**config.mk**
```make
export PLATFORM = sky130hd
export DESIGN_NAME = pc_gen
export DESIGN_NICKNAME = d
export VERILOG_FILES = /design/src/rtl/pc_pkg.sv /design/src/rtl/pc_target_calc.sv /design/src/rtl/pc_gen.sv
export SDC_FILE = /design/constraint.sdc
export NUM_CORES = 1
export LEC_CHECK = 0
export BUFFER_PORTS_ARGS = -buffer_cell sky130_fd_sc_hd__buf_2
export CORE_AREA = 5 5 184 97
export CTS_CLUSTER_SIZE = 24
export DETAILED_ROUTE_END_ITERATION = 6
export DIE_AREA = 0 0 189 102
export PLACE_DENSITY = 0.87
export SLEW_MARGIN = 20
export SYNTH_ARGS = -nofsm -noshare
export SYNTH_HDL_FRONTEND = slang
export SYNTH_SLANG_ARGS = --single-unit
```
**constraint.sdc**
```tcl
create_clock -name Clk -period 6.8 [get_ports Clk]
set_input_delay 1.02 -clock Clk [delete_from_list [all_inputs] [get_ports Clk]]
set_output_delay 1.02 -clock Clk [all_outputs]
set_load 0.1 [all_outputs]
```
**src/rtl/pc_pkg.sv**
```systemverilog
// Shared definitions for the program-counter generator: Branch select codes,
// default vectors and the internal next-PC source encoding.
package pc_pkg;

  localparam logic [2:0] SEL_SEQ = 3'b000;
  localparam logic [2:0] SEL_BR  = 3'b001;
  localparam logic [2:0] SEL_J   = 3'b011;
  localparam logic [2:0] SEL_JR  = 3'b111;

  localparam logic [31:0] DefResetVec = 32'h0000_3000;
  localparam logic [31:0] DefExcVec   = 32'h0000_4180;

  localparam int unsigned JIdxW = 26;

  // Where the next PC comes from once priorities are resolved.
  typedef enum logic [2:0] {
    SrcHold,
    SrcExc,
    SrcAddrErr,
    SrcEret,
    SrcPend,
    SrcTarget
  } pc_src_e;

  function automatic logic word_misaligned(input logic [1:0] lsb);
    return |lsb;
  endfunction

endpackage

```
**src/rtl/pc_target_calc.sv**
```systemverilog
// Combinational next-target calculation for SEQ, BR, J and JR selects.
module pc_target_calc
  import pc_pkg::*;
#(
  parameter int unsigned XLEN = 32
) (
  input  logic [XLEN-1:0]  pc_i,
  input  logic [2:0]       branch_i,
  input  logic             br_taken_i,
  input  logic [XLEN-1:0]  address_i,
  input  logic [JIdxW-1:0] jump_target_i,
  input  logic [XLEN-1:0]  jr_target_i,
  output logic [XLEN-1:0]  target_o,
  output logic             redirect_o,
  output logic             misalign_o
);

  localparam logic [XLEN-1:0] PcStep = XLEN'(4);

  logic [XLEN-1:0] seq_pc;

  assign seq_pc = pc_i + PcStep;

  always_comb begin
    target_o   = seq_pc;
    redirect_o = 1'b0;
    misalign_o = 1'b0;
    case (branch_i)
      SEL_BR: begin
        if (br_taken_i) begin
          target_o   = seq_pc + (address_i << 2);
          redirect_o = 1'b1;
        end
      end
      SEL_J: begin
        target_o   = {pc_i[XLEN-1:28], jump_target_i, 2'b00};
        redirect_o = 1'b1;
      end
      SEL_JR: begin
        target_o   = jr_target_i;
        // A misaligned JR is an exception, not a redirect.
        misalign_o = word_misaligned(jr_target_i[1:0]);
        redirect_o = ~misalign_o;
      end
      default: ;
    endcase
  end

endmodule

```
**src/rtl/pc_gen.sv**
```systemverilog
// Program-counter generator: fetch PC, stall with buffered redirect, and
// precise exception entry/return (EPC, BadVAddr, in-exception flag).
module pc_gen
  import pc_pkg::*;
#(
  parameter int unsigned     XLEN      = 32,
  parameter logic [XLEN-1:0] RESET_VEC = XLEN'(DefResetVec),
  parameter logic [XLEN-1:0] EXC_VEC   = XLEN'(DefExcVec)
) (
  input  logic             Clk,
  input  logic             PcReSet_n,
  input  logic             Stall,
  input  logic [2:0]       Branch,
  input  logic             BrTaken,
  input  logic [XLEN-1:0]  Address,
  input  logic [JIdxW-1:0] JumpTarget,
  input  logic [XLEN-1:0]  JrTarget,
  input  logic             ExcReq,
  input  logic [XLEN-1:0]  ExcPc,
  input  logic             Eret,
  output logic [XLEN-1:0]  PC,
  output logic [XLEN-1:0]  Epc,
  output logic [XLEN-1:0]  BadVAddr,
  output logic             AddrErr,
  output logic             InExc,
  output logic             RedirPend
);

  if (XLEN < 32) begin : gen_bad_xlen
    $error("pc_gen: XLEN must be at least 32");
  end

  logic [XLEN-1:0] pc_q, pc_d;
  logic [XLEN-1:0] pend_q, pend_d;
  logic            pend_vld_q, pend_vld_d;
  logic [XLEN-1:0] epc_q, epc_d;
  logic [XLEN-1:0] badvaddr_q, badvaddr_d;
  logic            addr_err_q, addr_err_d;
  logic            in_exc_q, in_exc_d;

  logic [XLEN-1:0] target;
  logic            redirect;
  logic            misalign;
  pc_src_e         src;

  pc_target_calc #(
    .XLEN (XLEN)
  ) u_target_calc (
    .pc_i          (pc_q),
    .branch_i      (Branch),
    .br_taken_i    (BrTaken),
    .address_i     (Address),
    .jump_target_i (JumpTarget),
    .jr_target_i   (JrTarget),
    .target_o      (target),
    .redirect_o    (redirect),
    .misalign_o    (misalign)
  );

  always_comb begin
    src = SrcHold;
    if (ExcReq) begin
      src = SrcExc;
    end else if (misalign) begin
      src = SrcAddrErr;
    end else if (Eret) begin
      src = SrcEret;
    end else if (!Stall && pend_vld_q) begin
      src = SrcPend;
    end else if (!Stall || redirect) begin
      src = SrcTarget;
    end
  end

  always_comb begin
    pc_d       = pc_q;
    pend_d     = pend_q;
    pend_vld_d = pend_vld_q;
    epc_d      = epc_q;
    badvaddr_d = badvaddr_q;
    addr_err_d = 1'b0;
    in_exc_d   = in_exc_q;
    unique case (src)
      SrcExc, SrcAddrErr: begin
        pc_d       = EXC_VEC;
        pend_vld_d = 1'b0;
        // Nested exceptions keep the original return address.
        if (!in_exc_q) begin
          epc_d    = (src == SrcExc) ? ExcPc : pc_q;
          in_exc_d = 1'b1;
        end
        if (src == SrcAddrErr) begin
          badvaddr_d = JrTarget;
          addr_err_d = 1'b1;
        end
      end
      SrcEret: begin
        in_exc_d = 1'b0;
        if (Stall) begin
          pend_d     = epc_q;
          pend_vld_d = 1'b1;
        end else begin
          pc_d       = epc_q;
          pend_vld_d = 1'b0;
        end
      end
      SrcPend: begin
        pc_d       = pend_q;
        pend_vld_d = 1'b0;
      end
      SrcTarget: begin
        if (Stall) begin
          pend_d     = target;
          pend_vld_d = 1'b1;
        end else begin
          pc_d = target;
        end
      end
      SrcHold: ;
      default: ;
    endcase
  end

  always_ff @(posedge Clk or negedge PcReSet_n) begin
    if (!PcReSet_n) begin
      pc_q       <= RESET_VEC;
      pend_q     <= '0;
      pend_vld_q <= 1'b0;
      epc_q      <= '0;
      badvaddr_q <= '0;
      addr_err_q <= 1'b0;
      in_exc_q   <= 1'b0;
    end else begin
      pc_q       <= pc_d;
      pend_q     <= pend_d;
      pend_vld_q <= pend_vld_d;
      epc_q      <= epc_d;
      badvaddr_q <= badvaddr_d;
      addr_err_q <= addr_err_d;
      in_exc_q   <= in_exc_d;
    end
  end

  assign PC        = pc_q;
  assign Epc       = epc_q;
  assign BadVAddr  = badvaddr_q;
  assign AddrErr   = addr_err_q;
  assign InExc     = in_exc_q;
  assign RedirPend = pend_vld_q;

endmodule

```
==> results.yml <==
setup_path:
  crit_fanout: 9
  required_ps: 7050
  rr_startpoint: "PC[2]"
  endpoint: "pend_q[26]"
  critPathCaptureType: "flip-flop"
  startpoint: "PC[2]"
  critPathLaunchType: "flip-flop"
  critPathKind: "reg -> reg"
  reg2reg_to: "pend_q[26]"
  worstPathArrival_ps: 5590
  r2r_cells: 14
  reg2reg_slack_ps: 1470
power_and_ir_drop:
  power.switching_mw: 1.75
  peakVddDrop_mv: 0.304
  p_sw_share_pct: 48.8
  leakage_nw: 5.27
  pwr-share-clk_pct: 26.7
  p_per_area_nw_per_um2: 320
  p_seq_share_pct: 30.3
  intPower_mw: 1.84
  pwr-share-comb_pct: 43.0
timing:
  worst_slew_pin_slew_ps: 1030
  clock.fmax_mhz: 188
  tns_ps: 0
  fin_crit_sh_pct: 78.4
  setup_viol: 0
  clock_skew_ps: 15.8
  timing.final.hold_violations: 0
  rsz0062_at_grt: "no"
  drv_slew: 0
  slew-limit-headroom_pct: 30.9
  period_needed_ps: 5330
global_routing:
  grt_pass1_vias: 9090
  grt_max_degree: 71
  antenna_found_initial: 1
  grt_usage_pct: 36.1
  grt_pass1_wl_mm: 52.9
  globalRoute.totalOverflow: 0
clock_network:
  clk_pin_slew_ps: 70
  cts_setup_buffers: 0
  clockRootBuffer: "clkbuf_16"
  ctsHoldBuffers: 0
  clockBufferDepth: 2
  cts_tree: "done"
  cts_buffers: 17
  h-tree-depth: 4
  cts.repair.resized: 0
  clock_sinks: 131
  clk_latency_ps: 440
final_layout:
  drive_gt1_share_pct: 25.3
  fin_area_sq_um: 11200
  final_cell_mix: "buf_2 (226), dfrtp_1 (129), a21oi_1 (127), nor2_1 (100), nand2_1 (77)"
  mostFrequentLayoutCell: "buf_2"
  final_nets: 1440
  area_delta_synth_final_pct: 20.1
  insertedDiodeCount: 0
die:
  die_area_sq_um: 19300
  dieHeight_um: 102
  core_sq_um: 16100
  fp-row-count: 33
  io_pins: 230
  start_util_pct: 58.1
  die_x_um: 189
route:
  drtIter0Drc: 1156
  wirelength_mm: 35.5
  drc_errors: 0
  wl_per_cell_um: 23.8
  drt_pass1_iterations: 7
  vias: 9868
  vias_per_cell: 6.61
  ant_nets: 0
synthesis:
  yosysUniqueCellTypes: 68
  synth_ff_type: "dfrtp_1"
  yosysTopAreaCell: "dfrtp_1"
  synth.top_cell.area_share_pct: 34.6
  synth-warning-count: 0
  synth_area_leaders: "dfrtp_1 (35%), a21oi_1 (6.8%), mux2i_1 (6.2%), ha_1 (5.0%), nor2_1 (4.1%)"
  synth-seq-area-share_pct: 35.2
  avgSynthCellArea_sq_um: 8.64
  synthCells: 1080
  ys_ff_latch: 131
  synth.cell_area_sq_um: 9330
  syn_nets: 1249
  synth_edf_count: 0
  async_flop_share_pct: 100
placement:
  place_area_sq_um: 10600
  place.gp.congestion: 0.989
  hpwl_mm: 27.1
  portBuffers: 227
worst_hold_path:
  hp-class: "reg -> reg"
flow_run:
  drv_cap: 0
outcome:
  outcome: "finished, final reports clean"
==> worst min path at each step <==
stage / end / start / slack [ps] / cells after the start
6_report: pend_q[17] / pend_q[17] / 490 / 2
3_3_place_gp: pend_q[17] / pend_q[17] / 460 / 2
2_1_floorplan: pend_q[17] / pend_q[17] / 450 / 2
3_5_place_dp: pend_q[17] / pend_q[17] / 470 / 2
4_1_cts: pend_q[17] / pend_q[17] / 490 / 2
5_1_grt: pend_q[12] / pend_q[12] / 510 / 2
==> through the flow <==
stage / setup slack (ps) / util, % / hold WS (ps) / total power, mW / instances
global placement: 2060 / 66.0 / 459 / 2.58 / 1462
floorplan: 2610 / - / 449 / 2.25 / 1080
global route: 1410 / 69.8 / 515 / 3.71 / 1494
CTS: 1890 / 69.8 / 488 / 3.56 / 1494
detailed placement: 1930 / 66.0 / 474 / 2.61 / 1462
finish: 1470 / 69.8 / 487 / 3.59 / 1494
==> cell usage after synthesis (27+ instances only) <==
| master | n |
|---|---|
| mux2i_1 | 58 |
| nand3_1 | 31 |
| xnor2_1 | 30 |
| a221oi_1 | 33 |
| ha_1 | 37 |
| clkbuf_1 | 58 |
| o21ai_0 | 56 |
| dfrtp_1 | 129 |
| nor2_1 | 101 |
| mux2_2 | 33 |
| inv_1 | 27 |
| nand2_1 | 77 |
| a21oi_1 | 127 |
==> state kept, by name, indices dropped and copies added (netlist names) <==
register	count
InExc	1
PC	32
pend_q	32
RedirPend	1
AddrErr	1
Epc	32
BadVAddr	32
==> cell families (layout without fill, tap and decap cells) <==
group,after synthesis,after routing,synth area share (%)
xor+xnor,41,41,3.93
buf+inv,98,302,4.09
compound gates,360,360,24.6
mux,91,91,10.2
simple gates,321,321,16.9
fa+ha+maj,38,38,5.17
flops,131,131,35.2
==> critical path, cell delays in order (launching register included) <==
cell and delay [ps]:
dfrtp_1 670, ha_1 260, inv_1 60, nor4_1 720, nand4_1 220, xnor2_1 290, ha_1 400, and2_1 210
a221oi_1 450, o2bb2ai_1 210, nand3_1 100, o21ai_1 320, mux2i_1 130, a211oi_1 860, o21ai_0 270
==> routing by layer <==
layer	part of all wire [%]	track usage, %	vias up
li1	-	-	4401
met1	42	51.2	4690
met2	39	48.7	724
met3	18	19.0	49
met4	0.99	7.27	4
met5	0.19	2.16	-
==> area by class of cell <==
cell class	instances	area, sq um
Multi-Input combinational cell	851	5700
Inverter	27	101
Timing Repair Buffer	243	1260
Tap cell	210	263
Clock buffer	20	457
Sequential cell	131	3280
Fill cell	1315	4860
Clock inverter	12	143
==> power groups by stage <==
stage               logic, mW  registers (mW)  clock network, mW
floorplan               0.439            1.81                  0
global placement         1.50            1.08                  0
detailed placement       1.52            1.09                  0
CTS                      1.53            1.08              0.959
global route             1.61            1.10              0.999
finish                   1.54            1.09              0.957
No activity file was read; power rests on OpenSTA's default activity.
